$ cat src/rtl/id_ex_pipe_sb_if.sv
// Decode-to-EX bundle for id_ex_pipe_sb: decode-side instruction fields in, registered EX-side fields out.
// ex_hold is EX's "not ready": while high the ID/EX register keeps its contents, and stall tells decode
// that its slot was not consumed this cycle. Decode must keep the same instruction presented until stall
// is low at a rising edge. A decode instruction is consumed on any edge where stall=0 and flush=0.
interface id_ex_pipe_sb_if #(
  parameter int DATA_W = 230,
  parameter int REG_AW = 5
);
  logic              id_valid;
  logic [DATA_W-1:0] id_payload;
  logic [REG_AW-1:0] id_rs;
  logic [REG_AW-1:0] id_rt;
  logic              id_rs_used;
  logic              id_rt_used;
  logic              id_mem_read;
  logic [REG_AW-1:0] id_dst;
  logic              ex_hold;
  logic              flush;
  logic              stall;
  logic              ex_valid;
  logic [DATA_W-1:0] ex_payload;
  logic [REG_AW-1:0] ex_dst;
  logic              ex_mem_read;

  modport master (
    output id_valid, id_payload, id_rs, id_rt, id_rs_used, id_rt_used, id_mem_read, id_dst,
    output ex_hold, flush,
    input  stall, ex_valid, ex_payload, ex_dst, ex_mem_read
  );

  modport slave (
    input  id_valid, id_payload, id_rs, id_rt, id_rs_used, id_rt_used, id_mem_read, id_dst,
    input  ex_hold, flush,
    output stall, ex_valid, ex_payload, ex_dst, ex_mem_read
  );
endinterface

$ cat src/rtl/id_ex_pipe_sb.sv
// ID/EX pipeline register with a LOAD_LAT-deep load scoreboard for load-use stalls.
// Define ID_EX_STATS_EN to implement the saturating bubble counter; otherwise bubble_cnt is 0.
module id_ex_pipe_sb #(
  parameter int DATA_W   = 230,
  parameter int REG_AW   = 5,
  parameter int LOAD_LAT = 1,
  parameter int CNT_W    = 16
) (
  input  logic             clk,
  input  logic             reset,
  id_ex_pipe_sb_if.slave   pif,
  output logic [CNT_W-1:0] bubble_cnt
);

  typedef struct packed {
    logic              v;
    logic [REG_AW-1:0] dst;
  } sb_slot_t;

  // sb_q[0] is the load sitting in ID/EX; higher slots are older loads further down.
  sb_slot_t [LOAD_LAT-1:0] sb_q, sb_d;

  logic              ex_valid_q, ex_valid_d;
  logic [DATA_W-1:0] ex_payload_q, ex_payload_d;
  logic [REG_AW-1:0] ex_dst_q, ex_dst_d;
  logic              ex_mem_read_q, ex_mem_read_d;
  logic              match;
  logic              hazard;

  always_comb begin
    match = 1'b0;
    for (int k = 0; k < LOAD_LAT; k++) begin
      if (sb_q[k].v &&
          ((pif.id_rs_used && (pif.id_rs != '0) && (pif.id_rs == sb_q[k].dst)) ||
           (pif.id_rt_used && (pif.id_rt != '0) && (pif.id_rt == sb_q[k].dst)))) begin
        match = 1'b1;
      end
    end
  end

  assign hazard    = pif.id_valid & match;
  assign pif.stall = ~pif.flush & (pif.ex_hold | hazard);

  always_comb begin
    ex_valid_d    = ex_valid_q;
    ex_payload_d  = ex_payload_q;
    ex_dst_d      = ex_dst_q;
    ex_mem_read_d = ex_mem_read_q;
    sb_d          = sb_q;
    if (!pif.ex_hold) begin
      for (int k = LOAD_LAT - 1; k > 0; k--) begin
        sb_d[k] = sb_q[k-1];
      end
      sb_d[0] = '0;
      if (pif.flush || hazard) begin
        ex_valid_d    = 1'b0;
        ex_payload_d  = '0;
        ex_dst_d      = '0;
        ex_mem_read_d = 1'b0;
      end else begin
        ex_valid_d    = pif.id_valid;
        ex_payload_d  = pif.id_payload;
        ex_dst_d      = pif.id_dst;
        ex_mem_read_d = pif.id_mem_read;
        // Loads to r0 never produce a value anyone waits for.
        sb_d[0].v     = pif.id_valid & pif.id_mem_read & (pif.id_dst != '0);
        sb_d[0].dst   = pif.id_dst;
      end
    end
  end

  always_ff @(posedge clk) begin
    if (reset) begin
      ex_valid_q    <= 1'b0;
      ex_payload_q  <= '0;
      ex_dst_q      <= '0;
      ex_mem_read_q <= 1'b0;
      sb_q          <= '0;
    end else begin
      ex_valid_q    <= ex_valid_d;
      ex_payload_q  <= ex_payload_d;
      ex_dst_q      <= ex_dst_d;
      ex_mem_read_q <= ex_mem_read_d;
      sb_q          <= sb_d;
    end
  end

  assign pif.ex_valid    = ex_valid_q;
  assign pif.ex_payload  = ex_payload_q;
  assign pif.ex_dst      = ex_dst_q;
  assign pif.ex_mem_read = ex_mem_read_q;

`ifdef ID_EX_STATS_EN
  localparam logic [CNT_W-1:0] CNT_ONE = {{(CNT_W-1){1'b0}}, 1'b1};

  logic [CNT_W-1:0] cnt_q, cnt_d;
  logic             bubble_ins;

  // Only hazard bubbles count; hold and flush take priority over a hazard.
  assign bubble_ins = hazard & ~pif.ex_hold & ~pif.flush;

  always_comb begin
    cnt_d = cnt_q;
    if (bubble_ins && (cnt_q != '1)) begin
      cnt_d = cnt_q + CNT_ONE;
    end
  end

  always_ff @(posedge clk) begin
    if (reset) begin
      cnt_q <= '0;
    end else begin
      cnt_q <= cnt_d;
    end
  end

  assign bubble_cnt = cnt_q;
`else
  assign bubble_cnt = '0;
`endif

endmodule

$ cat src/flat_wrapper.sv
// flat-port wrapper written by rule: the top's interface ports become plain ports
module id_ex_pipe_sb_flat 
#(
  parameter int DATA_W   = 230,
  parameter int REG_AW   = 5,
  parameter int LOAD_LAT = 1,
  parameter int CNT_W    = 16
)
  (clk, reset, bubble_cnt, pif_id_valid, pif_id_payload, pif_id_rs, pif_id_rt, pif_id_rs_used, pif_id_rt_used, pif_id_mem_read, pif_id_dst, pif_ex_hold, pif_flush, pif_stall, pif_ex_valid, pif_ex_payload, pif_ex_dst, pif_ex_mem_read);
  id_ex_pipe_sb_if #(.DATA_W(DATA_W), .REG_AW(REG_AW)) pif_i ();
  input  logic clk;
  input  logic reset;
  output logic [CNT_W-1:0] bubble_cnt;
  input wire logic [$bits(pif_i.id_valid)-1:0] pif_id_valid;
  input wire logic [$bits(pif_i.id_payload)-1:0] pif_id_payload;
  input wire logic [$bits(pif_i.id_rs)-1:0] pif_id_rs;
  input wire logic [$bits(pif_i.id_rt)-1:0] pif_id_rt;
  input wire logic [$bits(pif_i.id_rs_used)-1:0] pif_id_rs_used;
  input wire logic [$bits(pif_i.id_rt_used)-1:0] pif_id_rt_used;
  input wire logic [$bits(pif_i.id_mem_read)-1:0] pif_id_mem_read;
  input wire logic [$bits(pif_i.id_dst)-1:0] pif_id_dst;
  input wire logic [$bits(pif_i.ex_hold)-1:0] pif_ex_hold;
  input wire logic [$bits(pif_i.flush)-1:0] pif_flush;
  output wire logic [$bits(pif_i.stall)-1:0] pif_stall;
  output wire logic [$bits(pif_i.ex_valid)-1:0] pif_ex_valid;
  output wire logic [$bits(pif_i.ex_payload)-1:0] pif_ex_payload;
  output wire logic [$bits(pif_i.ex_dst)-1:0] pif_ex_dst;
  output wire logic [$bits(pif_i.ex_mem_read)-1:0] pif_ex_mem_read;
  assign pif_i.id_valid = pif_id_valid;
  assign pif_i.id_payload = pif_id_payload;
  assign pif_i.id_rs = pif_id_rs;
  assign pif_i.id_rt = pif_id_rt;
  assign pif_i.id_rs_used = pif_id_rs_used;
  assign pif_i.id_rt_used = pif_id_rt_used;
  assign pif_i.id_mem_read = pif_id_mem_read;
  assign pif_i.id_dst = pif_id_dst;
  assign pif_i.ex_hold = pif_ex_hold;
  assign pif_i.flush = pif_flush;
  assign pif_stall = pif_i.stall;
  assign pif_ex_valid = pif_i.ex_valid;
  assign pif_ex_payload = pif_i.ex_payload;
  assign pif_ex_dst = pif_i.ex_dst;
  assign pif_ex_mem_read = pif_i.ex_mem_read;
  id_ex_pipe_sb #(.DATA_W(DATA_W), .REG_AW(REG_AW), .LOAD_LAT(LOAD_LAT), .CNT_W(CNT_W)) u_core (.clk(clk), .reset(reset), .pif(pif_i), .bubble_cnt(bubble_cnt));
endmodule
$ cat config.mk
export PLATFORM = sky130hd
export DESIGN_NAME = id_ex_pipe_sb_flat
export DESIGN_NICKNAME = d
export VERILOG_FILES = /design/src/rtl/id_ex_pipe_sb_if.sv /design/src/rtl/id_ex_pipe_sb.sv /design/src/flat_wrapper.sv
export SDC_FILE = /design/constraint.sdc
export NUM_CORES = 1
export LEC_CHECK = 0
export BUFFER_PORTS_ARGS = -buffer_cell sky130_fd_sc_hd__buf_4
export CORE_AREA = 5 5 195 197
export DETAILED_ROUTE_END_ITERATION = 8
export DIE_AREA = 0 0 200 202
export GPL_ROUTABILITY_DRIVEN = 0
export SETUP_SLACK_MARGIN = 0.15
export SLEW_MARGIN = 10
export SYNTH_ARGS = -nofsm -noshare
export SYNTH_HDL_FRONTEND = slang
export SYNTH_SLANG_ARGS = --single-unit
$ cat constraint.sdc
create_clock -name clk -period 4 [get_ports clk]
set_clock_uncertainty 0.05 [all_clocks]
set_input_delay 1 -clock clk [delete_from_list [all_inputs] [get_ports clk]]
set_output_delay 1 -clock clk [all_outputs]
set_load 0.01 [all_outputs]
; Word-level counts from Yosys, hierarchy flattened
; Index checks and enable logic that the tools add are counted.
[totals]
register_bits = 243
elab_cells = 30
input_bits = 253
latch_bits = 0
out_inout_bits = 254
n_memories = 0
romBits = 0
mem_bits_rw = 0
[op_classes]
bitwise = 6
n_shift = 0
n_reduce_logical = 10
n_mul = 0
eq_ne = 2
magnitude_cmp = 0
muxes = 6
div_mod_pow = 0
n_addsub = 0
[ops]
columns = operator, count
row1 = two-way mux 230 bit, 1
row2 = nonzero test 5 bit, 3
row3 = == test 5 bit, 2
row4 = two-way mux 6 bit, 1
row5 = logical AND 1 bit, 5
row6 = two-way mux 5 bit, 1
row7 = AND 1 bit, 4
row8 = two-way mux 1 bit, 3
row9 = logical OR 1 bit, 2
row10 = NOT 1 bit, 1
row11 = bitwise OR 1 bit, 1

; Longest topological paths before layout
[logic_depth]
depth_word = 9
ltp_mapped = 7

; Worst setup path before layout
; OpenSTA, ideal clock, no wires.
[synth_path]
path_type = input to output
from = input port pif_id_rt[3]
to = output port pif_stall
stages = 5
arrival_ps = 2112
path_buffers = 1
slack_ps = 838
cell_sequence = xnor2_1 -> nand3_1 -> a2111oi_2 -> buf_2 -> o31a_1
[synth_between]
elab_chain_cells = 9
word_cells_on_any_way = 10
[synth_lines]
columns = item, line_no
row1 = from (decl), flat_wrapper.sv:17  ; input wire logic [$bits(pif_i.id_rt)-1:0] pif_id_rt;
row2 = nonzero test 5 bit, id_ex_pipe_sb.sv:35  ; (pif.id_rt_used && (pif.id_rt != '0) && (pif.id_rt == sb_q[k].dst)))) begin
row3 = logical AND 1 bit, id_ex_pipe_sb.sv:35
row4 = logical AND 1 bit *, id_ex_pipe_sb.sv:35
row5 = logical OR 1 bit *, id_ex_pipe_sb.sv:34  ; ((pif.id_rs_used && (pif.id_rs != '0) && (pif.id_rs == sb_q[k].dst)) ||
row6 = logical AND 1 bit *, id_ex_pipe_sb.sv:33  ; if (sb_q[k].v &&
row7 = two-way mux 1 bit *, id_ex_pipe_sb.sv:33
row8 = AND 1 bit *, id_ex_pipe_sb.sv:41  ; assign hazard = pif.id_valid & match;
row9 = bitwise OR 1 bit *, id_ex_pipe_sb.sv:42  ; assign pif.stall = ~pif.flush & (pif.ex_hold | hazard);
row10 = AND 1 bit *, id_ex_pipe_sb.sv:42
row11 = to (decl), flat_wrapper.sv:24  ; output wire logic [$bits(pif_i.stall)-1:0] pif_stall;
; Every way passes the cells marked *; elsewhere a longest branch is shown, timed or not.

; Final worst setup path
[layout_path]
from = input port pif_id_rt[1]
to = output port pif_stall
; The elaborated chain is that of the path after synthesis.

==> results.tsv <==
metric	value	unit
status	completed	
r2r_end	u_core.pif.ex_payload[161]	
antenna_found_initial	1	
cp-end-kind	primary output	
cts_hold_buf	0	
period_minus_slack	3360	ps
synth.distinct_cells	25	
maxCapViolations	0	
synthCells	1109	
arrival	2310	ps
gr-total-overflow	0	
clock_latency	540	ps
pin_count	507	
crit_type	input port to primary output	
die_area	40400	µm²
critPathMaxStageDelay	540	ps
r2r_slack	1420	ps
route.detailed.drc	0	
postSynthAreaPerCell	9.35	µm²
hold_start	u_core.pif.ex_payload[210]	
grt_pass1_wl	52800	µm
post_cts_buffers	0	
cts_buffers	28	
path_max_fanout	4	
clk_path_buf_depth	3	
post_drt_wl_per_cell	17.4	µm
die_x	200	µm
htreeDepth	1	
route.antenna.remaining_nets	0	
hp-class	flop to flop	
timing.critical_path.buf_inv	2	
ir_worst_vdd	0.350	mV
fin_crit_sh	0.840	
slowest_stage	o41ai_1	
crit_start	pif_id_rt[1]	
ys_warn_count	0	
rsz0062_at_grt	no	
dr.pass1.iters	4	
required	2950	ps
crit_top_cell	buf_4	
syn-cell-area	10400	µm²
power_leakage	6.74	nW
via_per_inst	4.65	
slew_violations	0	
power_density	369	nW/µm²
grt_use_total	0.159	
power.total	5.56	mW
grt_start_max_net_pins	121	
drive_gt1_frac	0.490	
crit_path_cell_trace	buf_4, o41ai_1, a2111oi_4, o31a_1, buf_4	
fp.dieH	202	µm
clkTransAtPathRegs	60	ps
rr_startpoint	u_core.pif.ex_dst[3]	
ys_seq_elements	238	
r2r_cells	6	
wl	35200	µm
fp.coreArea	36100	µm²
critPathTopFamily	compound AO/OA/AOI/OAI gates	
dpl_cell_area	14200	µm²
cts_root_buf	clkbuf_16	
stdcell_area	15100	µm²
final-setup-viol-count	0	
place_hpwl	24900	µm
clock-sinks	238	
synth-seq-area-share	0.459	
drt-initial-drc-count	351	
first_global_vias	9384	
slew_headroom	0.324	
worstMarginPinSlew	1010	ps
fin_nets	1787	
placementRows	70	
tns	0	ps
fmax	298	MHz
tritoncts	built	
crit_path_start_kind	input port	
portBuffers	490	
cp.depth	5	
area_growth	45.3	%
hold_violations	0	
initial_core_util	0.287	
cp-endpoint	pif_stall	
ctsResizeCount	0	
vias	9399	
==> cell usage in the layout (no fill, tap or decap) <==
cell type,n
a222oi_1,1
conb_1,16
o2111ai_1,1
diode_2,2
nor2b_1,2
dfxtp_1,238
a2111oi_4,1
clkbuf_8,5
buf_4,496
nand2_1,476
and4b_4,1
clkbuf_16,29
o41ai_1,1
nor2b_4,1
clkbuf_1,9
or4_1,2
buf_12,11
nand3_1,3
o31ai_1,28
clkinv_2,4
xnor2_1,3
xor2_1,3
a21oi_1,1
inv_1,4
o31ai_2,210
nor3_1,1
clkinv_4,1
nor3_2,1
o31a_1,1
nor2_1,2
==> cell families after synthesis <==
group,count (synthesis),synth area share
other,1,0.000362
AND/OR/NAND/NOR,489,0.180
flip-flops,238,0.459
buffers and inverters,131,0.0765
AO/OA/AOI/OAI,244,0.279
XOR/XNOR,6,0.00507
==> cell usage after synthesis <==
cell	n	area, µm²
inv_1	4	15.0
nor3_1	2	10.0
buf_4	21	158
or4_1	2	15.0
a2111oi_2	1	15.0
buf_2	22	110
xnor2_1	3	26.3
buf_6	23	259
buf_8	2	30.0
o31a_1	1	8.76
o31ai_2	210	2630
o31ai_1	28	210
dfxtp_1	238	4760
and4b_1	1	10.0
o2111ai_1	1	8.76
o41ai_1	1	8.76
nor2_1	2	7.51
nand3_1	3	15.0
nor2b_1	3	18.8
a222oi_1	1	10.0
clkbuf_1	59	221
xor2_1	3	26.3
conb_1	1	3.75
a21oi_1	1	5.00
nand2_1	476	1790
==> worst reg2reg max path, stage by stage, from the launching register on <==
cell	delay, ps
dfxtp_1	480
inv_1	80
a222oi_1	300
and4b_4	310
buf_4	300
buf_12	540
o31ai_2	380
==> sequential cells by signal, indices dropped and copies added, names as in the netlist <==
name	count
u_core.pif.ex_dst	5
u_core.pif.ex_valid	1
u_core.pif.ex_mem_read	1
u_core.pif.ex_payload	230
u_core.sb_q	1
==> per-stage QoR <==
stage / utilization / std cells / hold WS, ps / worst slack, ps
final: 0.418 / 2022 / 400 / 639
after global routing: 0.418 / 2021 / 425 / 563
after CTS: 0.417 / 2020 / 402 / 633
after detailed placement: 0.394 / 1972 / 390 / 636
after global placement: 0.394 / 1972 / 385 / 628
after floorplan: - / 1124 / 397 / 838
==> power breakdown <==
| part | internal (mW) | switching, mW | total, mW |
|---|---|---|---|
| logic | 0.357 | 0.283 | 0.640 |
| registers | 2.47 | 0.0525 | 2.52 |
| clock network | 1.41 | 0.990 | 2.40 |
| total | 4.23 | 1.33 | 5.56 |
==> metal layers <==
layer | wire (µm) | GRT usage | vias up | share of wire
met5 | 0 | 0 | - | 0
met4 | 1060 | 0.0446 | 0 | 0.030
met3 | 4270 | 0.0710 | 58 | 0.12
met2 | 15800 | 0.253 | 391 | 0.45
met1 | 14100 | 0.194 | 4371 | 0.40
li1 | - | - | 4579 | -
==> how the worst min path moves through the flow <==
stage                                       to  slack [ps]  cells past startpoint
global placement    u_core.pif.ex_payload[224]         380                      2
floorplan                       u_core.sb_q[5]         400                      2
global route         u_core.pif.ex_payload[93]         420                      2
detailed placement  u_core.pif.ex_payload[210]         390                      2
finish              u_core.pif.ex_payload[210]         400                      2
CTS                 u_core.pif.ex_payload[211]         400                      2
==> cell type report <==
| class | count | area (µm²) |
|---|---|---|
| Fill cell | 3594 | 21000 |
| Multi-Input combinational cell | 755 | 4900 |
| Sequential cell | 238 | 4760 |
| Timing Repair Buffer | 507 | 3940 |
| Clock buffer | 43 | 828 |
| Tap cell | 468 | 586 |
| Clock inverter | 5 | 28.8 |
| Inverter | 4 | 15.0 |
| Antenna cell | 2 | 5.00 |
No activity file was read; power rests on OpenSTA's default activity.
